`src/rtl/ls_ex_queue.sv`:
```
// Load/store execute queue: in-order FIFO of memory ops issued one at a
// time to the memory controller, load results returned with their ROB tag.
package ls_ex_queue_pkg;
    localparam int OPENUM_NOP = 0;
    localparam int OPENUM_LB  = 1;
    localparam int OPENUM_LH  = 2;
    localparam int OPENUM_LW  = 3;
    localparam int OPENUM_LBU = 4;
    localparam int OPENUM_LHU = 5;
    localparam int OPENUM_SB  = 6;
    localparam int OPENUM_SH  = 7;
    localparam int OPENUM_SW  = 8;
    localparam logic FLAG_READ  = 1'b0;
    localparam logic FLAG_WRITE = 1'b1;
endpackage

module ls_ex_queue
    import ls_ex_queue_pkg::*;
#(
    parameter int DEPTH    = 4,
    parameter int ADDR_W   = 32,
    parameter int DATA_W   = 32,
    parameter int TAG_W    = 4,
    parameter int OPENUM_W = 6
) (
    input  logic                clk,
    input  logic                rst,
    input  logic                ena,
    input  logic [OPENUM_W-1:0] openum,
    input  logic [ADDR_W-1:0]   mem_addr,
    input  logic [DATA_W-1:0]   store_value,
    input  logic [TAG_W-1:0]    rob_tag,
    output logic                full_to_lsb,
    output logic                ena_to_mc,
    output logic [ADDR_W-1:0]   addr_to_mc,
    output logic [DATA_W-1:0]   data_to_mc,
    output logic                wr_flag_to_mc,
    output logic [2:0]          size_to_mc,
    input  logic                ok_flag_from_mc,
    input  logic [DATA_W-1:0]   data_from_mc,
    output logic                valid,
    output logic [DATA_W-1:0]   result,
    output logic [TAG_W-1:0]    result_tag,
    input  logic                commit_jump_flag_from_rob
);
    localparam int PTR_W = $clog2(DEPTH);
    localparam int CNT_W = PTR_W + 1;

    typedef enum logic {IDLE, WAIT} state_t;
    typedef logic [OPENUM_W-1:0] op_t;

    function automatic logic is_op(input op_t op, input int code);
        return op == OPENUM_W'(code);
    endfunction

    function automatic logic is_load(input op_t op);
        return is_op(op, OPENUM_LB) || is_op(op, OPENUM_LH) ||
               is_op(op, OPENUM_LW) || is_op(op, OPENUM_LBU) ||
               is_op(op, OPENUM_LHU);
    endfunction

    function automatic logic is_store(input op_t op);
        return is_op(op, OPENUM_SB) || is_op(op, OPENUM_SH) ||
               is_op(op, OPENUM_SW);
    endfunction

    function automatic logic [2:0] size_of(input op_t op);
        logic [2:0] s;
        s = 3'd4;
        if (is_op(op, OPENUM_LB) || is_op(op, OPENUM_LBU) ||
            is_op(op, OPENUM_SB))
            s = 3'd1;
        else if (is_op(op, OPENUM_LH) || is_op(op, OPENUM_LHU) ||
                 is_op(op, OPENUM_SH))
            s = 3'd2;
        return s;
    endfunction

    function automatic logic [DATA_W-1:0] extend(input op_t op,
                                                 input logic [DATA_W-1:0] d);
        logic [DATA_W-1:0] r;
        r = DATA_W'($signed(d[31:0]));
        if (is_op(op, OPENUM_LB))  r = DATA_W'($signed(d[7:0]));
        if (is_op(op, OPENUM_LH))  r = DATA_W'($signed(d[15:0]));
        if (is_op(op, OPENUM_LBU)) r = DATA_W'(d[7:0]);
        if (is_op(op, OPENUM_LHU)) r = DATA_W'(d[15:0]);
        return r;
    endfunction

    op_t               op_q   [DEPTH];
    logic [ADDR_W-1:0] addr_q [DEPTH];
    logic [DATA_W-1:0] sval_q [DEPTH];
    logic [TAG_W-1:0]  tag_q  [DEPTH];
    logic [DEPTH-1:0]  killed_q;

    state_t           state_q;
    logic [PTR_W-1:0] head_q, head_d, tail_q, tail_d;
    logic [CNT_W-1:0] count_q, count_d;
    logic             flush, push, issue, drop, done, pop;
    logic             head_live;

    assign flush       = commit_jump_flag_from_rob;
    assign full_to_lsb = (count_q == CNT_W'(DEPTH));
    assign head_live   = is_load(op_q[head_q]) && !killed_q[head_q] && !flush;

    always_comb begin
        push = ena && !full_to_lsb &&
               (is_store(openum) || (is_load(openum) && !flush));
        issue   = (state_q == IDLE) && (count_q != '0) && !killed_q[head_q];
        drop    = (state_q == IDLE) && (count_q != '0) && killed_q[head_q];
        done    = (state_q == WAIT) && ok_flag_from_mc;
        pop     = drop || done;
        head_d  = pop  ? head_q + PTR_W'(1) : head_q;
        tail_d  = push ? tail_q + PTR_W'(1) : tail_q;
        count_d = count_q + CNT_W'(push) - CNT_W'(pop);
    end

    always_ff @(posedge clk or negedge rst) begin
        if (!rst) begin
            state_q       <= IDLE;
            head_q        <= '0;
            tail_q        <= '0;
            count_q       <= '0;
            killed_q      <= '0;
            ena_to_mc     <= 1'b0;
            addr_to_mc    <= '0;
            data_to_mc    <= '0;
            wr_flag_to_mc <= 1'b0;
            size_to_mc    <= '0;
            valid         <= 1'b0;
            result        <= '0;
            result_tag    <= '0;
            for (int i = 0; i < DEPTH; i++) begin
                op_q[i]   <= '0;
                addr_q[i] <= '0;
                sval_q[i] <= '0;
                tag_q[i]  <= '0;
            end
        end else begin
            head_q  <= head_d;
            tail_q  <= tail_d;
            count_q <= count_d;
            valid   <= 1'b0;
            // Kill loads first so a same-edge push can clear its own slot.
            if (flush) begin
                for (int i = 0; i < DEPTH; i++)
                    if (is_load(op_q[i])) killed_q[i] <= 1'b1;
            end
            if (push) begin
                op_q[tail_q]     <= openum;
                addr_q[tail_q]   <= mem_addr;
                sval_q[tail_q]   <= store_value;
                tag_q[tail_q]    <= rob_tag;
                killed_q[tail_q] <= 1'b0;
            end
            unique case (state_q)
                IDLE: begin
                    if (issue) begin
                        state_q       <= WAIT;
                        ena_to_mc     <= 1'b1;
                        addr_to_mc    <= addr_q[head_q];
                        data_to_mc    <= sval_q[head_q];
                        size_to_mc    <= size_of(op_q[head_q]);
                        wr_flag_to_mc <= is_store(op_q[head_q]) ?
                                         FLAG_WRITE : FLAG_READ;
                    end
                end
                WAIT: begin
                    ena_to_mc <= 1'b0;
                    if (ok_flag_from_mc) begin
                        state_q <= IDLE;
                        if (head_live) begin
                            valid      <= 1'b1;
                            result     <= extend(op_q[head_q], data_from_mc);
                            result_tag <= tag_q[head_q];
                        end
                    end
                end
                default: state_q <= IDLE;
            endcase
        end
    end
endmodule
```
`config.mk`:
```
export PLATFORM = sky130hd
export DESIGN_NAME = ls_ex_queue
export DESIGN_NICKNAME = d
export VERILOG_FILES = /design/src/rtl/ls_ex_queue.sv
export SDC_FILE = /design/constraint.sdc
export NUM_CORES = 1
export LEC_CHECK = 0
export ABC_AREA = 1
export BUFFER_PORTS_ARGS = -buffer_cell sky130_fd_sc_hd__buf_4
export CAP_MARGIN = 40
export CORE_UTILIZATION = 53
export CTS_CLUSTER_SIZE = 14
export DETAILED_ROUTE_END_ITERATION = 8
export MAX_ROUTING_LAYER = met4
export PLACE_DENSITY = 0.86
export SYNTH_ARGS = -nofsm -noshare
export SYNTH_HDL_FRONTEND = slang
export SYNTH_SLANG_ARGS = --single-unit
```
`constraint.sdc`:
```
create_clock -name clk -period 2 [get_ports clk]
set_input_delay 0.4 -clock clk [delete_from_list [all_inputs] [get_ports clk]]
set_output_delay 0.4 -clock clk [all_outputs]
set_load 0.1 [all_outputs]
```
Word level (Yosys, flattened, before mapping) --
Cells that the tools add are included.
Cells by class: reductions and logical operators 51, add/subtract/negate cells 4, $lt $le $gt $ge 6, eq/ne operators 38, bitwise gates (word level) 5, multiplexer cells 47
Operators by type and width (count):
- 2-to-1 mux 32 bit | 9
- bitwise mux 128 bit | 2
- binary-select mux 32 bit (select 2 bit) | 2
- equality test 6 x 3 -> 1 bit (second input constant) | 16
- equality test 6 x 2 -> 1 bit (second input constant) | 12
- demux 32 bit (select 2 bit) | 1
- equality test 6 x 1 -> 1 bit (second input constant) | 6
- logical OR 1 bit | 34
- bitwise mux 24 bit | 1
- 2-to-1 mux 4 bit | 5
- 2-to-1 mux 6 bit | 3
- bitwise mux 16 bit | 1
- 2-to-1 mux 1 bit | 13
- binary-select mux 6 bit (select 2 bit) | 1
- demux 6 bit (select 2 bit) | 1
- equality test 6 x 4 -> 1 bit (second input constant) | 2
- logical AND 1 bit | 11
- binary-select mux 4 bit (select 2 bit) | 1
- demux 4 bit (select 2 bit) | 1
- greater-or-equal comparator 3 bit (second input constant) | 2
- < comparator 2 x 3 -> 1 bit (second input constant) | 2
- 2-to-1 mux 3 bit | 2
- NOT 2 -> 3 bit | 2
- adder 2 x 1 -> 2 bit (second input constant) | 2
- other kinds (16) | 19
Storage, ports and cells: output and inout bits 107, input port bits 111, word-level logic and storage cells 180, register bits 414

Depth between registers and ports, before layout --
word-level depth 14, depth in mapped cells 14, gate-level depth less buffers 12

Worst setup path before layout --
OpenSTA, ideal clock, no wires.
path type register -> register, start reg count_q[1], end reg count_q[2], arrival 2.758 ns, path slack -0.880 ns, cell stages (with the launch flop) 11, setup time 0.122 ns, data required time 1.878 ns, path buffers 0, period minus slack after synthesis 2.880 ns, path through dfrtp_1 -> or2_1 -> nor2_2 -> nor3_2 -> nand2_4 -> ha_1 -> inv_1 -> ha_1 -> inv_1 -> fa_1 -> xor2_1
On the way: word-level cells in the longest chain between the ends 6, elaborated cells between the ends (all ways) 10, classes of those cells 2 x add/sub; 1 x eq/ne; 7 x reduce/logical
RTL lines:
- start: declaration | line 98 | logic [CNT_W-1:0] count_q, count_d;
- start signal: assignment | line 142 | count_q <= count_d;
- equality test 3 bit | line 103 | assign full_to_lsb = (count_q == CNT_W'(DEPTH));
- net full_to_lsb | line 33 | output logic full_to_lsb,
- zero test 1 bit | line 107 | push = ena && !full_to_lsb &&
- logical AND 1 bit (2 in series) | line 107
- adder 3 x 1 -> 3 bit | line 115 | count_d = count_q + CNT_W'(push) - CNT_W'(pop);
- subtractor 3 x 1 -> 3 bit | line 115
- net count_d[2] | line 98
The timed path passes the listed nets, and every way through them passes these cells. A chain may end at the register's enable or synchronous reset.

Worst setup path in the final report --
start reg count_q[1], end reg count_q[1]
On the way: word-level cells in the longest chain between the ends 6, elaborated cells between the ends (all ways) 10, classes of those cells 2 x add/sub; 1 x eq/ne; 7 x reduce/logical
RTL lines (line):
- equality test 3 bit | 103
- zero test 1 bit | 107
- logical AND 1 bit (2 in series) | 107
- adder 3 x 1 -> 3 bit | 115
- subtractor 3 x 1 -> 3 bit (*) | 115
- net count_d[1] | 98
The timed path passes the listed nets; every way through them passes the cells marked *.

==> qor.csv <==
metric,value,unit
number of max-slew violations in the final report,0,
remaining antenna violation count,0,
DRC marker count from the first detailed-route iteration,1353,
ranking of synthesized cells by area,"sky130_fd_sc_hd__dfrtp_1 57%, sky130_fd_sc_hd__nand2_1 17%, sky130_fd_sc_hd__o21ai_0 5.0%, sky130_fd_sc_hd__inv_1 3.4%, sky130_fd_sc_hd__a21oi_1 2.8%",
power per cell area,1947,mW/mm2
num ports,218,
final-layout setup total negative slack,0,ns
worst clock skew,0.03002,ns
worst-case setup slack after placement,-0.1139,ns
non-filler instance count after layout,2862,
GRT overflow,0,
syn_nets,2292,
number of CTS-inserted buffers,43,
CP arrival,2.40,ns
total length of routed wires,48280,um
Initial Util,54.19,%
"flops & latches, synth",414,
vias in the first global route,15550,
wire length per cell,16.87,um
share of Yosys cell area claimed by the top area cell type,56.58,%
number of enable flip-flop cells after synthesis,0,
number of clock sinks seen by CTS,414,
initial antenna violation count,1,
Die Span X,187.9,um
number of failing setup endpoints in the final timing report,0,
largest net degree at the start of global routing,117,
"Req. time, crit path",2.43,ns
area of the core region,0.03378,mm2
HPWL after detailed placement,29780,um
xor and xnor fraction of the mapped netlist area,0.1913,%
global-route track usage on met3,4.099,%
static leakage power,11.42,nW
number of H-tree branching levels,2,
crit end category,flip-flop,
leading cell types by count after synthesis,"819 x sky130_fd_sc_hd__nand2_1, 414 x sky130_fd_sc_hd__dfrtp_1, 183 x sky130_fd_sc_hd__o21ai_0, 168 x sky130_fd_sc_hd__inv_1, 102 x sky130_fd_sc_hd__a21oi_1",
post-synthesis instance total,2174,
final worst path period share,98.63,%
Post-route DRC,0,
Max Clock Freq,0.5069,GHz
GR Layer Usage met1,35.34,%
CTS tree,yes,
count of endpoints failing hold in the final timing report,0,
TritonRoute pass-1 iters,7,
Ys Warns,0,
setup repair after global routing missed its margin,true,
CP startpoint kind,flip-flop,
GPL Wtd Cong,0.8950,
leading area contributor after synthesis,sky130_fd_sc_hd__dfrtp_1,
total vias in the final route,15827,
die area,0.03529,mm2
start point of the critical path,count_q[1],
Syn Std Cell Area,0.01831,mm2
dominant combinational cell family by area after synthesis,simple AND/OR/NAND/NOR gates,
number of buffers added on ports,217,
share of cell area taken by muxes after synthesis,0,%
start point of the worst hold path,data_from_mc[2],
clk buf depth,3,
number of library cell types mapped by synthesis,36,
total number of nets in the final design,2502,
Simple-Gate Fraction of Synth Area,21.04,%
total instance count after detailed placement,2777,
"CTS clk-pin slew, worst paths",0.06,ns
global-route wire length before repair,77910,um
shortest clock period the worst path allows after layout,1.973,ns
vertical die dimension,187.9,um
later-pin clock latency in the skew report,0.55,ns
Layout Area Growth over Synthesis,22.29,%
fin worst setup slack,0.02737,ns
adder-cell share of the synthesized area,0.5194,%
Max VDD drop,0.001687,V
"Seq/Total Area, Yosys",56.58,%
slew at the pin closest to its max-slew limit,0.5928,ns
maximum fanout along the worst path,3,
Compound-Gate Fraction of Synth Area,13.98,%
"Primary FF master, synth",sky130_fd_sc_hd__dfrtp_1,
number of violations of the max-capacitance limit,0,
average cell area after synthesis,8.422,um2
Async SR Flop Fraction,100.0,%
share of layout cells above drive strength 1,18.11,%
most crowded layer after global routing,met2,
via-per-instance ratio,5.530,
most instantiated library cell after synthesis,sky130_fd_sc_hd__nand2_1,
number of cell rows,67,
worst setup path category,reg2reg,
Rel. slew slack,60.48,%
worst hold-check path type,in2reg,
overall routing resource usage,28.02,%
worst reg2reg path startpoint,count_q[1],
grt met2 use,45.58,%
Clock Root Buffer,sky130_fd_sc_hd__clkbuf_16,
result of the run,"complete, no violations",
## layout by cell type (no fill, tap or decap), drive strengths merged, types with 3 or more instances in the layout
| master | instances |
|---|---|
| nor2 | 83 |
| buf | 294 |
| nor3 | 4 |
| xor2 | 4 |
| o211ai | 34 |
| dfrtp | 414 |
| ha | 6 |
| inv | 177 |
| o21ai | 263 |
| a21oi | 102 |
| clkinv | 11 |
| nand4 | 3 |
| a31oi | 65 |
| nand2 | 830 |
| clkbuf | 66 |
| nand3 | 49 |
## area by class of cell
| class | instances | area (um2) |
|---|---|---|
| Antenna cell | 1 | 2.502 |
| Clock buffer | 63 | 1231 |
| Clock inverter | 11 | 112.6 |
| Fill cell | 2525 | 11390 |
| Inverter | 179 | 706.9 |
| Multi-Input combinational cell | 1448 | 6675 |
| Sequential cell | 414 | 10370 |
| Tap cell | 448 | 560.5 |
| Timing Repair Buffer | 298 | 2734 |
## metrics by stage
stage | hold slack, ns | util [%] | cell area, um2 | power [mW]
global route | 0.06018 | 66.28 | 22390 | 46.01
finish | 0.06491 | 66.28 | 22390 | 43.60
floorplan | 0.1044 | - | 18500 | 29.98
detailed placement | 0.3306 | 61.53 | 20790 | 35.30
CTS | 0.05084 | 65.62 | 22170 | 43.17
global placement | 0.3315 | 61.53 | 20790 | 34.58
## repair_timing
| action | 4_1_cts | 5_1_grt |
|---|---|---|
| hold buffers | 1 | 0 |
| resized for setup | 5 | 26 |
| endpoints found under the hold margin | 34 | 0 |
| setup buffers | 1 | 3 |
| setup endpoints to repair | 6 | 43 |
| pin swaps | 3 | 6 |
| cloned | 0 | 5 |
## cell families (layout without fill, tap and decap cells)
logic type,after synthesis,in the layout
adders and majority gates,7,7
and+or+nand+nor,970,971
AOI/OAI and AO/OA,466,466
xor gates and xnor gates,4,4
DFF,414,414
buffers and inverters,313,551
other,0,1
## state kept, by name, summed over array words and instances (netlist names)
name	count
addr_q	128
addr_to_mc	32
count_q	3
data_to_mc	32
ena_to_mc	1
head_q	2
killed_q	4
op_q	24
result	32
result_tag	4
size_to_mc	3
state_q	1
sval_q	128
tag_q	16
tail_q	2
valid	1
wr_flag_to_mc	1
## report_power, final
group	leakage, nW	total [mW]	switching, mW	internal (mW)
clock network	0.657	7.65	3.25	4.40
registers	4.98	14.2	1.97	12.3
logic	5.78	21.7	15.8	5.90
total	11.4	43.6	21.0	22.6
## critical path, stage by stage (launching register included)
cell	delay, ns
sky130_fd_sc_hd__dfrtp_1	0.39
sky130_fd_sc_hd__or2_4	0.25
sky130_fd_sc_hd__nor2_4	0.13
sky130_fd_sc_hd__nor3_4	0.06
sky130_fd_sc_hd__nand2_4	0.08
sky130_fd_sc_hd__ha_4	0.21
sky130_fd_sc_hd__inv_4	0.05
sky130_fd_sc_hd__ha_4	0.11
sky130_fd_sc_hd__inv_2	0.03
sky130_fd_sc_hd__fa_2	0.53
sky130_fd_sc_hd__inv_2	0.03
## layer usage
metal	vias to the layer above	part of all wire (%)
met5	-	0
met4	0	3.4
met3	130	7.4
met2	731	49
met1	7594	40
li1	7372	-
## final timing paths
| kind | slack [ns] | to | cells past startpoint |
|---|---|---|---|
| worst max-delay path | 0.03 | count_q[1] | 10 |
| worst min-delay path | 0.06 | result[2] | 3 |
| worst max register to register | 0.03 | count_q[1] | 10 |
| worst min register to register | 0.46 | addr_q[105] | 2 |
| max in group asynchronous | 0.83 | data_to_mc[8] | 4 |
| min in group asynchronous | 0.39 | addr_to_mc[25] | 2 |
Note: power is estimated with default switching activity, not from simulation.
